<file path="src/rtl/rv32m_pkg.sv">
// Shared RV32M definitions: FUNC3 encodings and the mul/div unit state enum.
package rv32m_pkg;

    localparam logic [2:0] M_MUL    = 3'b000;
    localparam logic [2:0] M_MULH   = 3'b001;
    localparam logic [2:0] M_MULHSU = 3'b010;
    localparam logic [2:0] M_MULHU  = 3'b011;
    localparam logic [2:0] M_DIV    = 3'b100;
    localparam logic [2:0] M_DIVU   = 3'b101;
    localparam logic [2:0] M_REM    = 3'b110;
    localparam logic [2:0] M_REMU   = 3'b111;

    typedef enum logic [1:0] {
        ST_IDLE = 2'd0,
        ST_DIV  = 2'd1,
        ST_FIX  = 2'd2,
        ST_DONE = 2'd3
    } md_state_e;

endpackage

</file>
<file path="src/rtl/ex_div_core.sv">
// Iterative 32-step restoring divider on operand magnitudes, with sign fix-up
// of quotient and remainder applied on the outputs.
module ex_div_core (
    input  logic        clk,
    input  logic        rst_n,
    input  logic        load,
    input  logic        step,
    input  logic        is_signed,
    input  logic [31:0] dividend,
    input  logic [31:0] divisor,
    output logic        last,
    output logic [31:0] quotient,
    output logic [31:0] remainder
);

    logic [4:0]  cnt_q,  cnt_d;
    logic [31:0] rem_q,  rem_d;
    logic [31:0] quot_q, quot_d;
    logic [31:0] dvsr_q, dvsr_d;
    logic        negq_q, negq_d;
    logic        negr_q, negr_d;

    logic [32:0] shifted;
    logic [32:0] diff;

    // Load magnitudes on start, otherwise perform one shift/trial-subtract step.
    always_comb begin
        cnt_d   = cnt_q;
        rem_d   = rem_q;
        quot_d  = quot_q;
        dvsr_d  = dvsr_q;
        negq_d  = negq_q;
        negr_d  = negr_q;
        shifted = {rem_q, quot_q[31]};
        diff    = shifted - {1'b0, dvsr_q};
        if (load) begin
            quot_d = (is_signed && dividend[31]) ? (32'd0 - dividend) : dividend;
            dvsr_d = (is_signed && divisor[31])  ? (32'd0 - divisor)  : divisor;
            rem_d  = 32'd0;
            cnt_d  = 5'd31;
            negq_d = is_signed & (dividend[31] ^ divisor[31]);
            negr_d = is_signed & dividend[31];
        end else if (step) begin
            // A non-negative difference is always below the divisor, so 32 bits hold it.
            if (!diff[32]) begin
                rem_d  = diff[31:0];
                quot_d = {quot_q[30:0], 1'b1};
            end else begin
                rem_d  = shifted[31:0];
                quot_d = {quot_q[30:0], 1'b0};
            end
            cnt_d = cnt_q - 5'd1;
        end
    end

    // Divider state register with synchronous active-low clear.
    always_ff @(posedge clk) begin
        if (!rst_n) begin
            cnt_q  <= 5'd0;
            rem_q  <= 32'd0;
            quot_q <= 32'd0;
            dvsr_q <= 32'd0;
            negq_q <= 1'b0;
            negr_q <= 1'b0;
        end else begin
            cnt_q  <= cnt_d;
            rem_q  <= rem_d;
            quot_q <= quot_d;
            dvsr_q <= dvsr_d;
            negq_q <= negq_d;
            negr_q <= negr_d;
        end
    end

    assign last      = (cnt_q == 5'd0);
    assign quotient  = negq_q ? (32'd0 - quot_q) : quot_q;
    assign remainder = negr_q ? (32'd0 - rem_q)  : rem_q;

endmodule

</file>
<file path="src/rtl/ex_muldiv_unit.sv">
// RV32M EX-stage multiply/divide unit: single-cycle multiply, iterative divide,
// combinational STALL toward the pipeline and a one-cycle DONE pulse.
module ex_muldiv_unit
    import rv32m_pkg::*;
#(
    parameter int XLEN = 32
) (
    input  logic            CLK,
    input  logic            RST_N,
    input  logic            START,
    input  logic            FLUSH,
    input  logic [2:0]      FUNC3,
    input  logic [XLEN-1:0] OPERAND_A,
    input  logic [XLEN-1:0] OPERAND_B,
    output logic            STALL,
    output logic            DONE,
    output logic [XLEN-1:0] RESULT
);

    md_state_e       state_q, state_d;
    logic [XLEN-1:0] result_q, result_d;
    logic            is_rem_q, is_rem_d;

    logic signed [63:0] mul_a, mul_b, prod;
    logic [XLEN-1:0]    mul_res;
    logic               div_by_zero, div_ovf;
    logic [XLEN-1:0]    special_res;
    logic               div_load, div_step, div_last;
    logic [XLEN-1:0]    div_quot, div_rem;

    // Multiplier operands are the 33-bit signed views (sign bit forced to 0 for
    // unsigned operands), sign-extended so the low 64 product bits are exact.
    always_comb begin
        mul_a   = {{32{(FUNC3 != M_MULHU) & OPERAND_A[31]}}, OPERAND_A};
        mul_b   = {{32{(FUNC3 == M_MULH)  & OPERAND_B[31]}}, OPERAND_B};
        prod    = mul_a * mul_b;
        mul_res = (FUNC3 == M_MUL) ? prod[31:0] : prod[63:32];
    end

    // Divide corner cases that bypass the iterative divider.
    always_comb begin
        div_by_zero = (OPERAND_B == '0);
        div_ovf     = ~FUNC3[0] & (OPERAND_A == 32'h8000_0000) & (OPERAND_B == 32'hFFFF_FFFF);
        if (div_by_zero)
            special_res = FUNC3[1] ? OPERAND_A : 32'hFFFF_FFFF;
        else
            special_res = FUNC3[1] ? 32'd0 : 32'h8000_0000;
    end

    ex_div_core u_div (
        .clk       (CLK),
        .rst_n     (RST_N),
        .load      (div_load),
        .step      (div_step),
        .is_signed (~FUNC3[0]),
        .dividend  (OPERAND_A),
        .divisor   (OPERAND_B),
        .last      (div_last),
        .quotient  (div_quot),
        .remainder (div_rem)
    );

    // Next-state and result selection; FLUSH overrides everything and keeps RESULT.
    always_comb begin
        state_d  = state_q;
        result_d = result_q;
        is_rem_d = is_rem_q;
        div_load = 1'b0;
        case (state_q)
            ST_IDLE: begin
                if (START) begin
                    is_rem_d = FUNC3[1];
                    if (!FUNC3[2]) begin
                        result_d = mul_res;
                        state_d  = ST_DONE;
                    end else if (div_by_zero || div_ovf) begin
                        result_d = special_res;
                        state_d  = ST_DONE;
                    end else begin
                        div_load = 1'b1;
                        state_d  = ST_DIV;
                    end
                end
            end
            ST_DIV:  if (div_last) state_d = ST_FIX;
            ST_FIX: begin
                result_d = is_rem_q ? div_rem : div_quot;
                state_d  = ST_DONE;
            end
            ST_DONE: state_d = ST_IDLE;
            default: state_d = ST_IDLE;
        endcase
        if (FLUSH) begin
            state_d  = ST_IDLE;
            result_d = result_q;
            div_load = 1'b0;
        end
    end

    // Control and result registers with synchronous active-low reset.
    always_ff @(posedge CLK) begin
        if (!RST_N) begin
            state_q  <= ST_IDLE;
            result_q <= '0;
            is_rem_q <= 1'b0;
        end else begin
            state_q  <= state_d;
            result_q <= result_d;
            is_rem_q <= is_rem_d;
        end
    end

    assign div_step = (state_q == ST_DIV);
    assign STALL    = RST_N & ~FLUSH & (((state_q == ST_IDLE) & START) |
                                        (state_q == ST_DIV) | (state_q == ST_FIX));
    assign DONE     = (state_q == ST_DONE);
    assign RESULT   = result_q;

endmodule

</file>
<file path="config.mk">
export PLATFORM = sky130hd
export DESIGN_NAME = ex_muldiv_unit
export DESIGN_NICKNAME = d
export VERILOG_FILES = /design/src/rtl/rv32m_pkg.sv /design/src/rtl/ex_div_core.sv /design/src/rtl/ex_muldiv_unit.sv
export SDC_FILE = /design/constraint.sdc
export NUM_CORES = 2
export LEC_CHECK = 0
export CAP_MARGIN = 10
export CORE_MARGIN = 10
export CORE_UTILIZATION = 40
export CTS_BUF_LIST = sky130_fd_sc_hd__clkbuf_4 sky130_fd_sc_hd__clkbuf_8 sky130_fd_sc_hd__clkbuf_16
export DETAILED_ROUTE_END_ITERATION = 6
export PLACE_DENSITY = 0.65
export SYNTH_ARGS = -nofsm -noshare
export SYNTH_HDL_FRONTEND = slang
export SYNTH_SLANG_ARGS = --single-unit
</file>
<file path="constraint.sdc">
create_clock -name CLK -period 10.61 [get_ports CLK]
set_input_delay 1.061 -clock CLK [delete_from_list [all_inputs] [get_ports CLK]]
set_output_delay 1.061 -clock CLK [all_outputs]
set_load 0.01 [all_outputs]
</file>
==> run_results.csv <==
group,metric,value,unit
setup_path,worst-endpoint-arrival,9.81,ns
placed_design,detailedPlacementHpwl,130600,µm
layout,n_fill_cell,11989,
synth,synth_xor_area_share,3.865,%
synth,fraction_of_synthesized_cell_area_taken_by_the_top_area_cell_type,45.84,%
synth,ys_dominant_reg_cell,"dfxtp_1",
run,cap_viol_max_count,0,
clock_network,postCtsResizedCells,0,
clock_network,cts_sinks,138,
synth,synth_common_cells,"inv_1 (1195), fa_1 (1126), nand2_1 (901), and2_1 (307), clkbuf_1 (284)",
synth,post_synth_mux_area_share,0.8396,%
synth,synth-compound-area-share,9.147,%
drt,drt_iter0_drc,3105,
synth,yosysUniqueCellTypes,87,
synth,library_cell_with_the_highest_instance_count_after_synthesis,"inv_1",
synth,gate_count_of_the_mapped_netlist,5757,
clock_network,clkSlewWorstSetupHoldPaths,0.07,ns
global_routing,first_pass_grt_wire_length,251300,µm
hold_path,hp-class,"reg2reg",
drt,post_drt_via_cell_ratio,5.396,
synth,synth-warning-count,0,
floorplanning,die-area,137400,µm²
clock_network,clock_latency,0.45,ns
sta,worst_clock_skew,0.01495,ns
synth,ys_ff_latch,138,
floorplanning,die_w,370.6,µm
clock_network,clock_tree.htree_level_count,4,
drt,drt-pass1-iter-count,6,
clock_network,tritoncts_clock_tree,"yes",
drt,route.detailed.drc,0,
global_routing,grt_pass1_vias,41743,
clock_network,cts_setup_buffers,0,
synth,synth_enable_flop_cells,0,
synth,syn-cell-area,49180,µm²
sta,worst_slew_margin_rel,13.18,%
drt,post_drt_wl_per_cell,22.02,µm
synth,ys_async_sr_fraction,0,%
floorplanning,initial_core_util,40.35,%
floorplanning,die_height,370.6,µm
sta,report.final.hold_viol_count,0,
synth,yosys-top-cells-area,"fa_1 (46%), inv_1 (9.1%), nand2_1 (6.9%), ha_1 (6.5%), dfxtp_1 (5.6%)",
synth,seq_area_frac_synth,5.618,%
layout,syn2layout_area_growth,6.241,%
clock_network,cts_root_buf,"clkbuf_16",
sta,timing.fmax,0.1058,GHz
floorplanning,area_of_the_placeable_core,121900,µm²
placed_design,finalWeightedCongestion,0.9837,
global_routing,grt.total_usage,23.57,%
drt,detail-route-antenna-nets,0,
synth,post_synth_and_or_nand_nor_area_fraction,16.04,%
layout,final_core_utilization,42.87,%
drt,detailroute.via_count,39216,
floorplanning,count_of_boundary_i_o_pins,105,
sta,timing.final.setup_violations,0,
sta,rsz0062_at_grt,"false",
clock_network,ctsHoldBuffers,0,
setup_path,timing.setup.critical_path_class,"in2reg",
global_routing,grt_antenna_before_repair,12,
sta,final-max-slew-violation-count,0,
sta,ratio_of_final_minimum_period_to_clock_period,89.09,%
floorplanning,floorplan.rows,128,
global_routing,grt_max_degree,90,
setup_path,timing.critical_path.from_type,"primary input",
clock_network,clockBufferDepth,2,
placed_design,port-buffer-count,104,
layout,drive_gt1_share,4.663,%
layout,finalNetCount,7081,
synth,synth_fa_ha_area_share,52.38,%
synth,yosys.area.top_type,"fa_1",
global_routing,grt.overflow.total,0,
setup_path,critical_path_peak_fanout,9,
synth,combinational_family_with_the_most_area_after_synthesis,"adder cells",
setup_path,critPathCaptureType,"flip-flop",
clock_network,number_of_buffers_added_by_the_clock_tree_synthesis_step,17,
setup_path,regToRegSetupSlack,6.42,ns
setup_path,critPathRequiredTime,10.97,ns
sta,actual_slew_at_the_worst_max_slew_pin,1.298,ns
sta,layout_min_cycle_time,9.453,ns
sta,setup-tns-final,0,ns
synth,synthesis.nets,7211,
drt,wirelength,160000,µm
run_status,run_status,"finished, final reports clean",
synth,syn-mean-instance-area,8.542,µm²
-- metal layers --
| layer | GRT usage, % | routed length (µm) | part of all wire (%) | vias up |
|---|---|---|---|---|
| met5 | 0 | 67 | 0.042 | - |
| met2 | 36.94 | 71110 | 44 | 1640 |
| met1 | 31.87 | 66740 | 42 | 20152 |
| li1 | - | - | - | 17103 |
| met4 | 8.315 | 7127 | 4.5 | 12 |
| met3 | 5.363 | 14960 | 9.3 | 309 |
-- layout by cell type (no fill, tap or decap), drive strengths merged, types with 23 or more instances in the layout --
master,n
xor2,84
dfxtp,138
fa,1126
inv,1196
a21o,39
a21oi,195
nand3,27
xnor2,133
ha,257
nor2,279
and2,307
mux2i,39
nand4,25
a211oi,91
nor3,44
clkbuf,23
nand2,902
clkdlybuf4s50,62
o21ai,136
nand2b,24
o31ai,34
buf,163
-- cell type report --
type | count | area, µm² | area share, %
Clock inverter | 9 | 111.4 | 0.2131
Clock buffer | 23 | 501.7 | 0.9603
Timing Repair Buffer | 225 | 1827 | 3.497
Tap cell | 1625 | 2033 | 3.892
Sequential cell | 138 | 2764 | 5.290
Antenna cell | 2 | 5.005 | 0.009579
Multi-Input combinational cell | 4050 | 40520 | 77.55
Inverter | 1195 | 4486 | 8.586
-- critical path, stage by stage --
cell and delay, ns:
clkdlybuf4s50_1 0.82, inv_1 0.30, nor2_1 0.09, fa_1 0.52
inv_1 0.05, fa_1 0.53, inv_1 0.05, fa_1 0.48
fa_1 0.55, inv_1 0.06, fa_1 0.49, inv_1 0.05
fa_1 0.52, inv_1 0.05, fa_1 0.47, inv_1 0.05
fa_1 0.48, ha_1 0.46, nand2_1 0.11, o21ai_0 0.41
a41oi_1 0.09, a31oi_1 0.54, a31oi_1 0.28, o21ai_0 0.43
a21boi_0 0.21, xnor2_1 0.24, nor2_1 0.10, o32ai_1 0.30
-- final timing paths --
kind,startpoint,to,depth (start not counted)
min,u_div.dvsr_q[22],u_div.dvsr_q[22],2
max reg2reg,u_div.quot_q[31],u_div.rem_q[27],13
min reg2reg,u_div.dvsr_q[22],u_div.dvsr_q[22],2
max,OPERAND_A[23],RESULT[13],28
-- cells by family (layout without fill, tap and decap cells) --
logic type / count (synthesis) / after routing
buffers and inverters: 1569 / 1452
xor gates and xnor gates: 217 / 217
AOI/OAI and AO/OA: 676 / 676
DFF: 138 / 138
other: 0 / 2
and+or+nand+nor: 1733 / 1733
muxes: 41 / 41
adders and majority gates: 1383 / 1383
-- registers in the layout (all words and copies together) (netlist names) --
| name | count |
|---|---|
| state_q | 2 |
| u_div.cnt_q | 5 |
| u_div.negr_q | 1 |
| RESULT | 32 |
| u_div.rem_q | 32 |
| is_rem_q | 1 |
| u_div.quot_q | 32 |
| u_div.negq_q | 1 |
| u_div.dvsr_q | 32 |
-- through the flow --
step / setup slack [ns] / area, µm² / hold WS (ns) / instances
3_5_place_dp: 0.7440 / 51630 / 0.4601 / 7233
4_1_cts: 1.176 / 52240 / 0.4670 / 7265
3_3_place_gp: 0.6726 / 51630 / 0.4444 / 7233
6_report: 1.157 / 52250 / 0.4674 / 7267
5_1_grt: 0.6893 / 52240 / 0.4959 / 7265
2_1_floorplan: 1.705 / 49180 / 0.4319 / 5757
Power is not shown: default switching activity piles up to over one toggle a cycle in this logic, so the estimate is an artifact.
